<file path="src/rtl/int_controller.sv">
`timescale 1ns/1ps
// int_controller
// Vectored interrupt controller in front of the single-cycle MIPS core.
// Rising edges on irq_in are latched into a pending set. The lowest-index
// pending source that is also enabled in MASK is presented to the core as
// a request with a handler vector. The request is held until int_ack, and
// the controller then stays in service until eoi.
//
// Handshake: int_req is a level that stays high until the core answers with
// a one-cycle int_ack pulse, or until the latched source stops being eligible
// (software clear or mask). An ack sampled in the same cycle as a withdrawal
// wins. eoi is a one-cycle pulse that only has meaning while in service.
//
// Ports
//   clk, reset          system clock; asynchronous active-high reset
//   irq_in[NUM_SRC]     peripheral lines, synchronous to clk, edge events
//   int_req / int_ack   request to the core / acknowledge pulse from it
//   eoi                 end-of-interrupt pulse at handler return
//   int_vector, int_id  handler address and index of the latched source
//   we, addr, wdata     register write port (addr = bus address [3:2])
//   rdata               combinational register read data
//   o_dbg_state         current FSM state (0 IDLE, 1 REQ, 2 SERVICE)
//
// Register map
//   0 MASK     r/w, 1 enables a source
//   1 PENDING  read; write-1-to-clear
//   2 STATUS   bit0 int_req, bit1 in_service, bits[6:4] int_id
//   3          reads 0
module int_controller #(
  parameter int          NUM_SRC     = 4,
  parameter logic [31:0] VECTOR_BASE = 32'h0000_0080
) (
  input  logic               clk,
  input  logic               reset,
  input  logic [NUM_SRC-1:0] irq_in,
  output logic               int_req,
  input  logic               int_ack,
  input  logic               eoi,
  output logic [31:0]        int_vector,
  output logic [2:0]         int_id,
  input  logic               we,
  input  logic [1:0]         addr,
  input  logic [31:0]        wdata,
  output logic [31:0]        rdata,
  output logic [1:0]         o_dbg_state
);

  typedef enum logic [1:0] {
    S_IDLE    = 2'd0,
    S_REQ     = 2'd1,
    S_SERVICE = 2'd2
  } state_t;

  state_t             r_state;
  state_t             w_state_next;
  logic [2:0]         r_id;
  logic [2:0]         w_id_next;
  logic [NUM_SRC-1:0] r_irq_prev;
  logic [NUM_SRC-1:0] r_pending;
  logic [NUM_SRC-1:0] r_mask;

  logic [NUM_SRC-1:0] w_rise;
  logic [NUM_SRC-1:0] w_eligible;
  logic [7:0]         w_elig8;
  logic [NUM_SRC-1:0] w_id_onehot;
  logic [NUM_SRC-1:0] w_ack_clr;
  logic [NUM_SRC-1:0] w_sw_clr;
  logic               w_any;
  logic [2:0]         w_win_id;
  logic               w_in_service;
  logic               w_unused_wdata;

  assign w_rise     = irq_in & ~r_irq_prev;
  assign w_eligible = r_pending & r_mask;
  assign w_any      = |w_eligible;
  assign w_sw_clr   = (we && addr == 2'd1) ? wdata[NUM_SRC-1:0] : '0;
  assign w_unused_wdata = ^wdata;

  // Eligible set widened to 8 bits so the 3-bit id can index it for any
  // NUM_SRC; also a one-hot of the latched id for the ack clear.
  always_comb begin
    w_elig8     = '0;
    w_id_onehot = '0;
    for (int i = 0; i < NUM_SRC; i++) begin
      w_elig8[i]     = w_eligible[i];
      w_id_onehot[i] = (r_id == 3'(i));
    end
  end

  // Fixed priority: scan from the top so the lowest eligible index wins.
  always_comb begin
    w_win_id = '0;
    for (int i = NUM_SRC - 1; i >= 0; i--) begin
      if (w_eligible[i]) w_win_id = 3'(i);
    end
  end

  always_comb begin
    w_state_next = r_state;
    w_id_next    = r_id;
    w_ack_clr    = '0;
    case (r_state)
      S_IDLE: begin
        if (w_any) begin
          w_state_next = S_REQ;
          w_id_next    = w_win_id;
        end
      end
      S_REQ: begin
        // Ack takes precedence over withdrawal; id is never re-arbitrated here.
        if (int_ack) begin
          w_state_next = S_SERVICE;
          w_ack_clr    = w_id_onehot;
        end else if (!w_elig8[r_id]) begin
          w_state_next = S_IDLE;
        end
      end
      S_SERVICE: begin
        if (eoi) w_state_next = S_IDLE;
      end
      default: w_state_next = S_IDLE;
    endcase
  end

  always_ff @(posedge clk or posedge reset) begin
    if (reset) begin
      r_state    <= S_IDLE;
      r_id       <= '0;
      r_irq_prev <= '0;
      r_pending  <= '0;
      r_mask     <= '0;
    end else begin
      r_state    <= w_state_next;
      r_id       <= w_id_next;
      r_irq_prev <= irq_in;
      // A new edge on a bit being cleared in the same cycle is kept.
      r_pending  <= (r_pending & ~(w_ack_clr | w_sw_clr)) | w_rise;
      if (we && addr == 2'd0) r_mask <= wdata[NUM_SRC-1:0];
    end
  end

  assign w_in_service = (r_state == S_SERVICE);
  assign int_req      = (r_state == S_REQ);
  assign int_id       = r_id;
  assign int_vector   = VECTOR_BASE + {25'd0, r_id, 4'd0};
  assign o_dbg_state  = r_state;

  always_comb begin
    rdata = '0;
    case (addr)
      2'd0:    rdata = 32'(r_mask);
      2'd1:    rdata = 32'(r_pending);
      2'd2:    rdata = {25'd0, r_id, 2'b00, w_in_service, int_req};
      default: rdata = '0;
    endcase
  end

endmodule
</file>
<file path="config.mk">
export PLATFORM = sky130hd
export DESIGN_NAME = int_controller
export DESIGN_NICKNAME = d
export VERILOG_FILES = /design/src/rtl/int_controller.sv
export SDC_FILE = /design/constraint.sdc
export NUM_CORES = 1
export LEC_CHECK = 0
export ABC_AREA = 1
export ABC_CLOCK_PERIOD_IN_PS = 1300
export CAP_MARGIN = 20
export CELL_PAD_IN_SITES_DETAIL_PLACEMENT = 1
export CELL_PAD_IN_SITES_GLOBAL_PLACEMENT = 1
export CORE_ASPECT_RATIO = 0.5
export CORE_MARGIN = 5
export CORE_UTILIZATION = 20
export CTS_CLUSTER_SIZE = 12
export DETAILED_ROUTE_END_ITERATION = 10
export PLACE_DENSITY_LB_ADDON = 0.3
export SLEW_MARGIN = 20
export SYNTH_ARGS = -nofsm -noshare
export SYNTH_HDL_FRONTEND = slang
export SYNTH_SLANG_ARGS = --single-unit
</file>
<file path="constraint.sdc">
create_clock -name clk -period 1.3 [get_ports clk]
set_clock_uncertainty 0.1 [all_clocks]
set_input_delay 0.13 -clock clk [delete_from_list [all_inputs] [get_ports clk]]
set_output_delay 0.13 -clock clk [all_outputs]
set_load 0.02 [all_outputs]
</file>
; After elaboration in Yosys (flattened, before gate mapping)
; Cells that the tools add are included.
[word_totals]
ff_bits = 17
in_bits = 43
out_inout_bits = 70
word_cells = 47
[op_classes]
add_sub_neg = 1
order_cmp = 1
n_eq_ne = 10
mux = 15
bitwise_logic = 7
n_reduce_logical = 8
[ops]
columns = operator, n
row1 = 7-bit one-hot mux with 3 select lines, 1
row2 = 4-bit bitwise AND, 3
row3 = 4-bit two-way mux, 3
row4 = 2-bit two-way mux, 5
row5 = 8-bit by 7-bit adder with 9-bit output (first input constant), 1
row6 = 3-bit two-way mux, 3
row7 = 4-bit inverter, 2
row8 = 4-bit bitwise OR, 2
row9 = 3-bit by 2-bit equality test with 1-bit output (second input constant), 2
row10 = 2-bit one-hot mux with 3 select lines, 1
row11 = 2-bit by 1-bit equality test with 1-bit output (second input constant), 2
row12 = 2-bit equality test (second input constant), 2
row13 = 2-bit logical NOT, 2
row14 = 3-bit by 4-bit less-than comparator with 1-bit output (second input constant), 1
row15 = 2-bit != test (second input constant), 2
row16 = 4-bit OR reduction, 1
row17 = 1-bit binary-select mux with 3-bit select, 1
row18 = 3-bit by 1-bit equality test with 1-bit output (second input constant), 1
row19 = 3-bit logical NOT, 1
row20 = 3-bit != test (second input constant), 1
row21 = 3-bit AND reduction, 1
row22 = 1-bit logical AND, 2
row23 = 2-bit AND reduction, 1
row24 = 1-bit two-way mux, 1

; Logic depth before layout (Yosys ltp)
; Gate-level depths: netlist (run 1).
[logic_depth]
depth_word = 7
ltp_mapped = 7

; Least setup slack after synthesis (run 1)
; Ideal clock, no wire load.
[synth_timing]
kind = reg2reg
startpoint = reg r_state[1], in the netlist o_dbg_state[1]
endpoint = reg r_pending[1]
arrival_time_ns = 1.082
slack_ns = -0.006
path_stages_with_launch = 7
path_buffers = 0
period_less_slack_ns = 1.306
cell_sequence = dfrtp_1 inv_1 nand2_1 inv_1 nand2_1 nor2_1 o21bai_1
[synth_via]
elab_chain_cells = 6
[synth_rtl]
columns = element, line
row1 = "start, declared", 54  ; state_t r_state;
row2 = "start signal, assigned", 133  ; r_state <= w_state_next;
row3 = 2-bit by 1-bit equality test with 1-bit output, -
row4 = net int_req, 36  ; output logic int_req,
row5 = 4-bit two-way mux, 102  ; case (r_state)
row6 = 4-bit bitwise OR, 137  ; r_pending <= (r_pending & ~(w_ack_clr | w_sw_clr)) | w_rise;
row7 = 4-bit inverter, 137
row8 = 4-bit bitwise AND, 137
row9 = 4-bit bitwise OR, 137
row10 = "end signal, assigned", 137
row11 = "end, declared", 59  ; logic [NUM_SRC-1:0] r_pending;
; The timed path passes the listed nets, and every way through them passes these cells.
; A chain may end at the register's enable or synchronous reset.

; Worst setup path in the final report (run 1)
[layout_timing]
startpoint = reg r_state[1], in the netlist o_dbg_state[1]
endpoint = out rdata[1]
[layout_via]
elab_chain_cells = 2
[layout_rtl]
columns = element, line
row1 = 2-bit equality test, 142  ; assign w_in_service = (r_state == S_SERVICE);
row2 = 7-bit one-hot mux with 3 select lines, 150  ; case (addr)
row3 = "end, declared", 44  ; output logic [31:0] rdata,
; No other way between the ends.

==> results of run 1 <==
## area by class of cell
type,count,area share (%)
Timing Repair Buffer,52,24.5
Tap cell,88,6.30
Sequential cell,16,22.9
Multi-Input combinational cell,144,37.7
Inverter,16,3.58
Clock buffer,4,5.08
## cell families (layout without fill, tap and decap cells)
group | after synthesis | after routing | share of synthesized area (%)
other | 2 | 57 | 0.576
AOI/OAI and AO/OA | 9 | 9 | 4.41
and+or+nand+nor | 78 | 78 | 25.7
buffers and inverters | 75 | 72 | 38.6
DFF | 16 | 16 | 30.7
## cells in the final DEF (no fill, tap or decap), types with 2 or more instances in the layout
cell type | synthesis | routed
clkdlybuf4s15_2 | 0 | 3
buf_6 | 0 | 3
nand2_2 | 2 | 8
buf_2 | 0 | 7
inv_2 | 1 | 2
o21bai_1 | 2 | 2
nand3_1 | 14 | 14
buf_4 | 59 | 25
inv_1 | 15 | 13
dfrtp_1 | 16 | 16
clkbuf_16 | 0 | 3
nand2_1 | 43 | 36
nor2_1 | 15 | 11
conb_1 | 2 | 57
nor2_4 | 2 | 5
clkdlybuf4s50_1 | 0 | 12
a21oi_1 | 2 | 2
dlygate4sd2_1 | 0 | 2
## report_power, final
part	total, mW	internal, mW	switching (mW)
combinational	1.66	0.676	0.982
clock	0.672	0.468	0.204
sequential	0.715	0.623	0.0912
total	3.05	1.77	1.28
## critical path: stages, from the launching register on
cell      delay, ns
dfrtp_1        0.36
inv_2          0.06
nor3_1         0.18
nand3b_1       0.15
buf_6          0.12
## per-layer routing
metal,GRT usage [%],up-vias,share of wire [%]
met5,0,-,0
met2,15.4,49,50
met1,9.60,511,41
met3,2.29,2,8.5
li1,-,541,-
met4,2.86,0,0.81
## Yosys cell counts
cell and n:
inv_1 15, o21ai_0 2, buf_4 59, nand2_1 43, nor2_1 15, dfrtp_1 16, nand3_1 14, a21boi_0 1
nand3b_1 1, o31ai_1 1, o211ai_1 1, nor2_4 2, a21oi_1 2, inv_2 1, conb_1 2, o21bai_1 2
nor3_1 1, nand2_2 2
## metrics by stage
step	setup WS, ns	hold WS, ns	setup TNS [ns]	util, %
2_1_floorplan	-0.00381	-0.0563	-0.00381	-
3_3_place_gp	-0.594	0.363	-4.87	26.1
3_5_place_dp	-0.660	0.367	-5.33	26.1
4_1_cts	-0.0784	0.101	-0.206	27.8
5_1_grt	-0.125	0.122	-0.337	28.2
6_report	-0.0608	0.0918	-0.168	28.2
## sequential cells by signal (all words and copies together), names as in the netlist
name and count:
r_mask 4, r_irq_prev 4, r_pending 4, o_dbg_state 2, int_id 2
## worst max path at each step
stage / startpoint / end / slack (ns)
floorplan: o_dbg_state[1] / rdata[0] / -0.004
global placement: addr[0] / rdata[1] / -0.59
detailed placement: addr[0] / rdata[1] / -0.66
CTS: o_dbg_state[1] / rdata[0] / -0.08
global route: o_dbg_state[1] / rdata[0] / -0.12
finish: o_dbg_state[1] / rdata[1] / -0.06
## timing repair
action,in CTS,in global routing
endpoints found under the hold margin,0,0
endpoints found under the setup margin,20,11
resized for setup,62,16
buffers inserted,1,1
pin swaps,3,1
==> results, run 1 <==
- The number of failing hold endpoints at the final stage came to 0.
- Synthesis inferred 16 register bits.
- Clock-pin slew was measured on the worst setup and hold paths at 0.05 ns.
- The floorplan has 20 rows.
- The TritonCTS clock tree is built.
- The average instance area after synthesis is 7.24 µm².
- Counting distinct cell types in the post-synthesis netlist gives 18.
- In the final layout, the multi-input gates occupy 658 µm².
- The overflow left after global routing is 0.
- The via count of the first global-routing pass is 1171.
- The floorplan step defined a die boundary enclosing 8330 µm².
- In the post-synthesis netlist, the biggest area contributors are buf_4 34%, dfrtp_1 31%, nand2_1 12%.
- The startpoint identified for the worst register-to-register timing path is o_dbg_state[1].
- Measured along the y axis, the die boundary spans 67.1 µm.
- Global routing consumed, over all layers together, 8.45% of the routing resources.
- In this run the worst hold path is classified as input pin to async pin.
- The final design area excluding fillers is 1750 µm².
- After layout, the design draws a total of 3.05 mW.
- The pin count of the biggest net entering global routing is 17.
- CTS saw 16 sinks.
- The worst setup path is of the register to output pin kind.
- Along the worst path, the maximum fanout reaches 3.
- The routed wirelength normalized by instance count is 10.8 µm.
- Setup repair after global routing could not meet its margin everywhere.
- The leakage dissipation is 0.947 nW.
- The count of pins over their slew limit was 0.
- After detailed routing, the number of remaining DRC violations is 0.
- The clock root buffer is clkbuf_16.
- The initial standard-cell utilization of the core is 21.0%.
- The first global-routing pass estimated 5.37 mm of wire.
- The number of antenna diodes in the final layout is 0.
- The routability congestion estimate is 0.843.
- The arrival time of the worst setup path is 1.13 ns.
- The endpoint kind of the worst setup timing path is an output pin.
- The mapped cell area is 1300 µm².
- No sink is reached through more buffers than the 2 on the longest clock path.
- The run finished, with violations left.
- The top cell type by area accounts for 34.0% of the synthesized area.
- VDD sags by at most 0.000466 V.
- Once detail routing completed, the nets flagged for antenna violations numbered 0.
- The proportion of layout cells with a drive suffix above 1 is 26.3%.
- The later pin in the worst-skew pair is clocked with a latency of 0.25 ns.
- From synthesis to final layout, the design area changed by 34.1%.
- 113 I/O pins were placed.
- The placed standard-cell area is 1620 µm².
- Fill cells in the final layout number 804.
- In the finished design, the share of the clock period the worst path needs comes to 105%.
- After the last flow step, the layout net total stands at 276.
- In this run, the number of DRC markers left after iteration 0 of detailed routing was 16.
- After floorplanning, the core was sized to cover 6210 µm².
- The destination of the worst register-to-register timing path is r_pending[0].
- Detailed placement ended at an HPWL of 2.99 mm.
- The startpoint kind of the worst setup timing path is a register.
- The initial antenna violation count is 0.
- Yosys printed 0 warnings.
- Synthesis produced a netlist whose cell count is 180.
- Dividing total power by cell area gives a power density of 1740 nW/µm².
- The final wirelength is 3.46 mm.
- The worst setup slack after layout is -0.0608 ns.
- The final reports fail on setup timing.
- The hold buffer count at cts is 0.
- The number of cells on the worst reg-to-reg path is 7.
- The dominant cell type by area after synthesis is buf_4.
- Measured along the x axis, the die boundary spans 124 µm.
- The fraction of the yosys area taken by sequential cells is 30.7%.
- Timing would allow up to 735 MHz.
- After detailed routing, the number of vias per cell comes to 3.45.
- CTS built an H-tree with a depth of 1.
- The register-to-register setup slack is 0.02 ns.
- The finished layout holds 320 standard cells, fillers aside.
- The first detailed-routing pass took 3 iterations.
- Port buffering added 27 buffers.
- The max-cap violation count is 0.
- For this block, the via count after detailed routing is 1103.
- Across the whole layout, storage elements account for 400 µm².
- Setup violations remaining at the end of the flow were counted as 3.
- At the worst endpoint, the required time is 1.07 ns.
- The cell count after placement is 314.
- The time the final worst path needs with I/O delays and setup is 1.36 ns.
- In this run, CTS created clock tree buffers numbering 3.
Power figures use the tool's default switching activity.
==> run 2, diff against run 1 <==
--- a/config.mk
+++ b/config.mk
@@ -10,12 +10,13 @@
 export CAP_MARGIN = 20
 export CELL_PAD_IN_SITES_DETAIL_PLACEMENT = 1
 export CELL_PAD_IN_SITES_GLOBAL_PLACEMENT = 1
-export CORE_ASPECT_RATIO = 0.5
 export CORE_MARGIN = 5
 export CORE_UTILIZATION = 20
+export CTS_CLUSTER_DIAMETER = 50
 export CTS_CLUSTER_SIZE = 12
 export DETAILED_ROUTE_END_ITERATION = 10
 export PLACE_DENSITY_LB_ADDON = 0.3
+export REMOVE_ABC_BUFFERS = 1
 export SLEW_MARGIN = 20
 export SYNTH_ARGS = -nofsm -noshare
 export SYNTH_HDL_FRONTEND = slang
==> results, run 2 (synthesis gave the netlist of run 1 again) <==
- The flow ran to the end, but the final reports show violations.
- The checks that failed: setup timing.
- The clock root buffer is clkbuf_8.
- Across the VDD grid, the largest voltage drop is 0.000656 V.
- The internal portion of total power is 1.54 mW.
- The die covers 8230 µm².
- The floorplan die height is 90.7 µm.
- The number of failing hold endpoints at the final stage was 0.
- The number of DRC violations after detailed-routing iteration 0 is 42.
- After detailed routing, the total wire length is 3.34 mm.
- The arrival time of the worst setup path is 1.12 ns.
- The number of antenna diodes is 0.
- The first global-routing pass estimated 5.48 mm of wire.
- The highest clock frequency the design can meet is 743 MHz.
- The critical path's slowest cell is dfrtp_1.
- The top cell types in the final layout, fill and taps aside, are 57 x conb_1, 38 x nand2_1, 21 x buf_4, 16 x dfrtp_1.
- Global routing finished with a remaining overflow of 0.
- In this run, post-CTS hold repair placed 0 buffers.
- The global-route track usage on met2 is 13.4%.
- Together, buffers and inverters on the worst path number 2.
- The worst setup path is of the register to output pin kind.
- The count of pins over their slew limit is 0.
- Clock-pin slew was measured on the worst setup and hold paths at 0.07 ns.
- STA classifies the critical path startpoint as a register.
- Routability-driven placement finished with a final weighted congestion of 0.760.
- The post-route fraction of the period consumed by the critical path is 103%.
- Setup violations remaining at the end of the flow were counted as 5.
- The filler cells instantiated in the layout total 796.
- The via count of the first global-routing pass came to 1158.
- The required time of the critical path is 1.07 ns.
- Walking the worst path, the cells encountered are inv_2 > nand2_2 > o211ai_1 > buf_4.
- Per report_power, the combinational group accounts for 58.1% of the total.
- Row generation in the floorplan step produced 29 rows.
- Detailed placement finished with a half-perimeter wire length of 2.84 mm.
- After detailed routing, the average wire length per cell comes to 10.9 µm.
- The switching portion of total power is 43.9%.
- The register-to-register setup slack is -0.01 ns.
- The most common cell after layout, fill and taps aside is conb_1.
- The routing usage on met1 is 9.87%.
- In this run the worst path has a maximum fanout of 3.
- Measured along the x axis, the die boundary spans 90.7 µm.
- CTS saw 16 sinks.
- The vias after detailed routing is 1074.
- The layer with the highest usage is met2.
- Per report_power, the sequential group accounts for 25.5% of the total.
- The initial antenna violation count was 0.
- The final core utilization is 26.3%.
- Using the TritonRoute via totals, the vias-per-cell ratio works out to 3.50.
- For this configuration, the core starts out at a cell density of 20.5%.
- The clock power share is 16.5%.
- The largest registers in the layout are r_irq_prev x4, r_mask x4, r_pending x4.
- The placeable core region is 6350 µm².
- The endpoint kind of the worst setup timing path is an output pin.
- The summed negative setup slack over all endpoints is -0.104 ns.
- The power density over the cells is 1650 nW/µm².
- Entering global routing, the biggest net connects 17 pins.
- Global routing used 3.33% of the available met3 tracks.
- The maximum level of the CTS H-tree is 1.
- The number of CTS-inserted buffers is 3.
- The later pin in the worst-skew pair is clocked with a latency of 0.25 ns.
- Setup repair after global routing could not meet its margin everywhere.
- In this run the count of I/O pins placed on the die edge is 113.
- In the routed design, unresolved DRC markers number 0.
- Port buffering added 27 buffers.
- Final hold analysis gives a worst-case slack of 0.0826 ns.
- The pre-antenna-repair detailed-routing pass consisted of 3 iterations.
- The max-cap violation count is 0.
- The worst min-delay path category is input pin to async pin.
- For this design the static power due to leakage is 0.924 nW.
- The overall fraction of global-route tracks in use is 8.10%.
- No sink is reached through more buffers than the 2 on the longest clock path.
- The post-layout total power is 2.75 mW.
- In this run the power spent charging and discharging nets is 1.21 mW.
- The detail route stage leaves a number of antenna-violating nets equal to 0.
- The time the final worst path needs with I/O delays and setup is 1.35 ns.
- Relative to the synthesized area, the layout overhead comes to 28.1%.
- OpenSTA, run right after detailed placement, puts the worst setup slack at -0.659 ns.
- After layout, the worst setup slack is -0.0451 ns.
- The TritonCTS clock tree is built.
- Cells with a size suffix above 1 make up 26.5% of the layout.
- The final-stage net count is 274.
- The cell class contributing the biggest share of worst-path delay is flip-flops.
- The peak per-stage delay on the critical path is 0.39 ns.
-- run 2: changes by cell type in the layout (fill, tap and decap cells not counted), sizes merged --
cell	previous run	this run
clkdlybuf4s15	3	1
clkbuf	4	7
dlygate4sd2	2	1
buf	35	33
-- run 2: final cells by class --
cell class / count / area (µm²) / share of cell area (%)
inverter: 16 / 62.6 / 3.75
timing repair buffer: 50 / 404 / 24.2
multi-input combinational: 144 / 652 / 39.0
clock buffer: 4 / 55.1 / 3.30
sequential: 16 / 400 / 24.0
tap: 77 / 96.3 / 5.77
-- run 2: final timing paths --
check | startpoint | end | cells after the start
worst max-delay path | o_dbg_state[1] | rdata[0] | 4
worst min-delay path | reset | int_id[0] | 3
worst min register to register | r_irq_prev[3] | r_pending[3] | 3
max in group asynchronous | reset | r_mask[3] | 3
min in group clk | addr[0] | r_mask[0] | 4
worst max register to register | o_dbg_state[1] | r_pending[3] | 8
-- run 2: stage by stage --
stage | instance area [µm²] | cells
global route | 1670 | 307
finish | 1670 | 307
floorplan | 1070 | 176
detailed placement | 1600 | 302
global placement | 1600 | 302
CTS | 1680 | 306
-- run 2: what timing repair did --
action                     CTS  global route
resized for setup           60            19
setup buffers                0             1
cloned                       0             0
setup endpoints to repair   18            18
pin swaps                    3             3
-- run 2: layer usage --
metal / vias to the layer above / wire length, µm
li1: 538 / -
met1: 478 / 1420
met2: 56 / 1520
met3: 2 / 379
met4: 0 / 15
met5: - / 0
-- run 2: worst reg2reg max path: stages, from the launching register on --
cell and delay (ns):
dfrtp_1 0.39, inv_2 0.08, nand2_2 0.05, buf_4 0.15, buf_6 0.11, nor2_4 0.12, nand3_2 0.08, nand3_2 0.07
nand2_1 0.05
-- run 2: power groups by stage --
stage               Sequential [mW]  Combinational, mW  Clock (mW)
floorplan                     0.847              0.612           0
global placement              0.701               1.54           0
detailed placement            0.702               1.55           0
CTS                           0.698               1.58       0.478
global route                  0.720               1.78       0.511
finish                        0.701               1.60       0.453
==> run 3, diff against run 2 <==
--- a/config.mk
+++ b/config.mk
@@ -7,7 +7,7 @@
 export LEC_CHECK = 0
 export ABC_AREA = 1
 export ABC_CLOCK_PERIOD_IN_PS = 1300
-export CAP_MARGIN = 20
+export CAP_MARGIN = 30
 export CELL_PAD_IN_SITES_DETAIL_PLACEMENT = 1
 export CELL_PAD_IN_SITES_GLOBAL_PLACEMENT = 1
 export CORE_MARGIN = 5
==> results of run 3 <==
No change in the layout: final DEF, timing and power equal those of run 2.
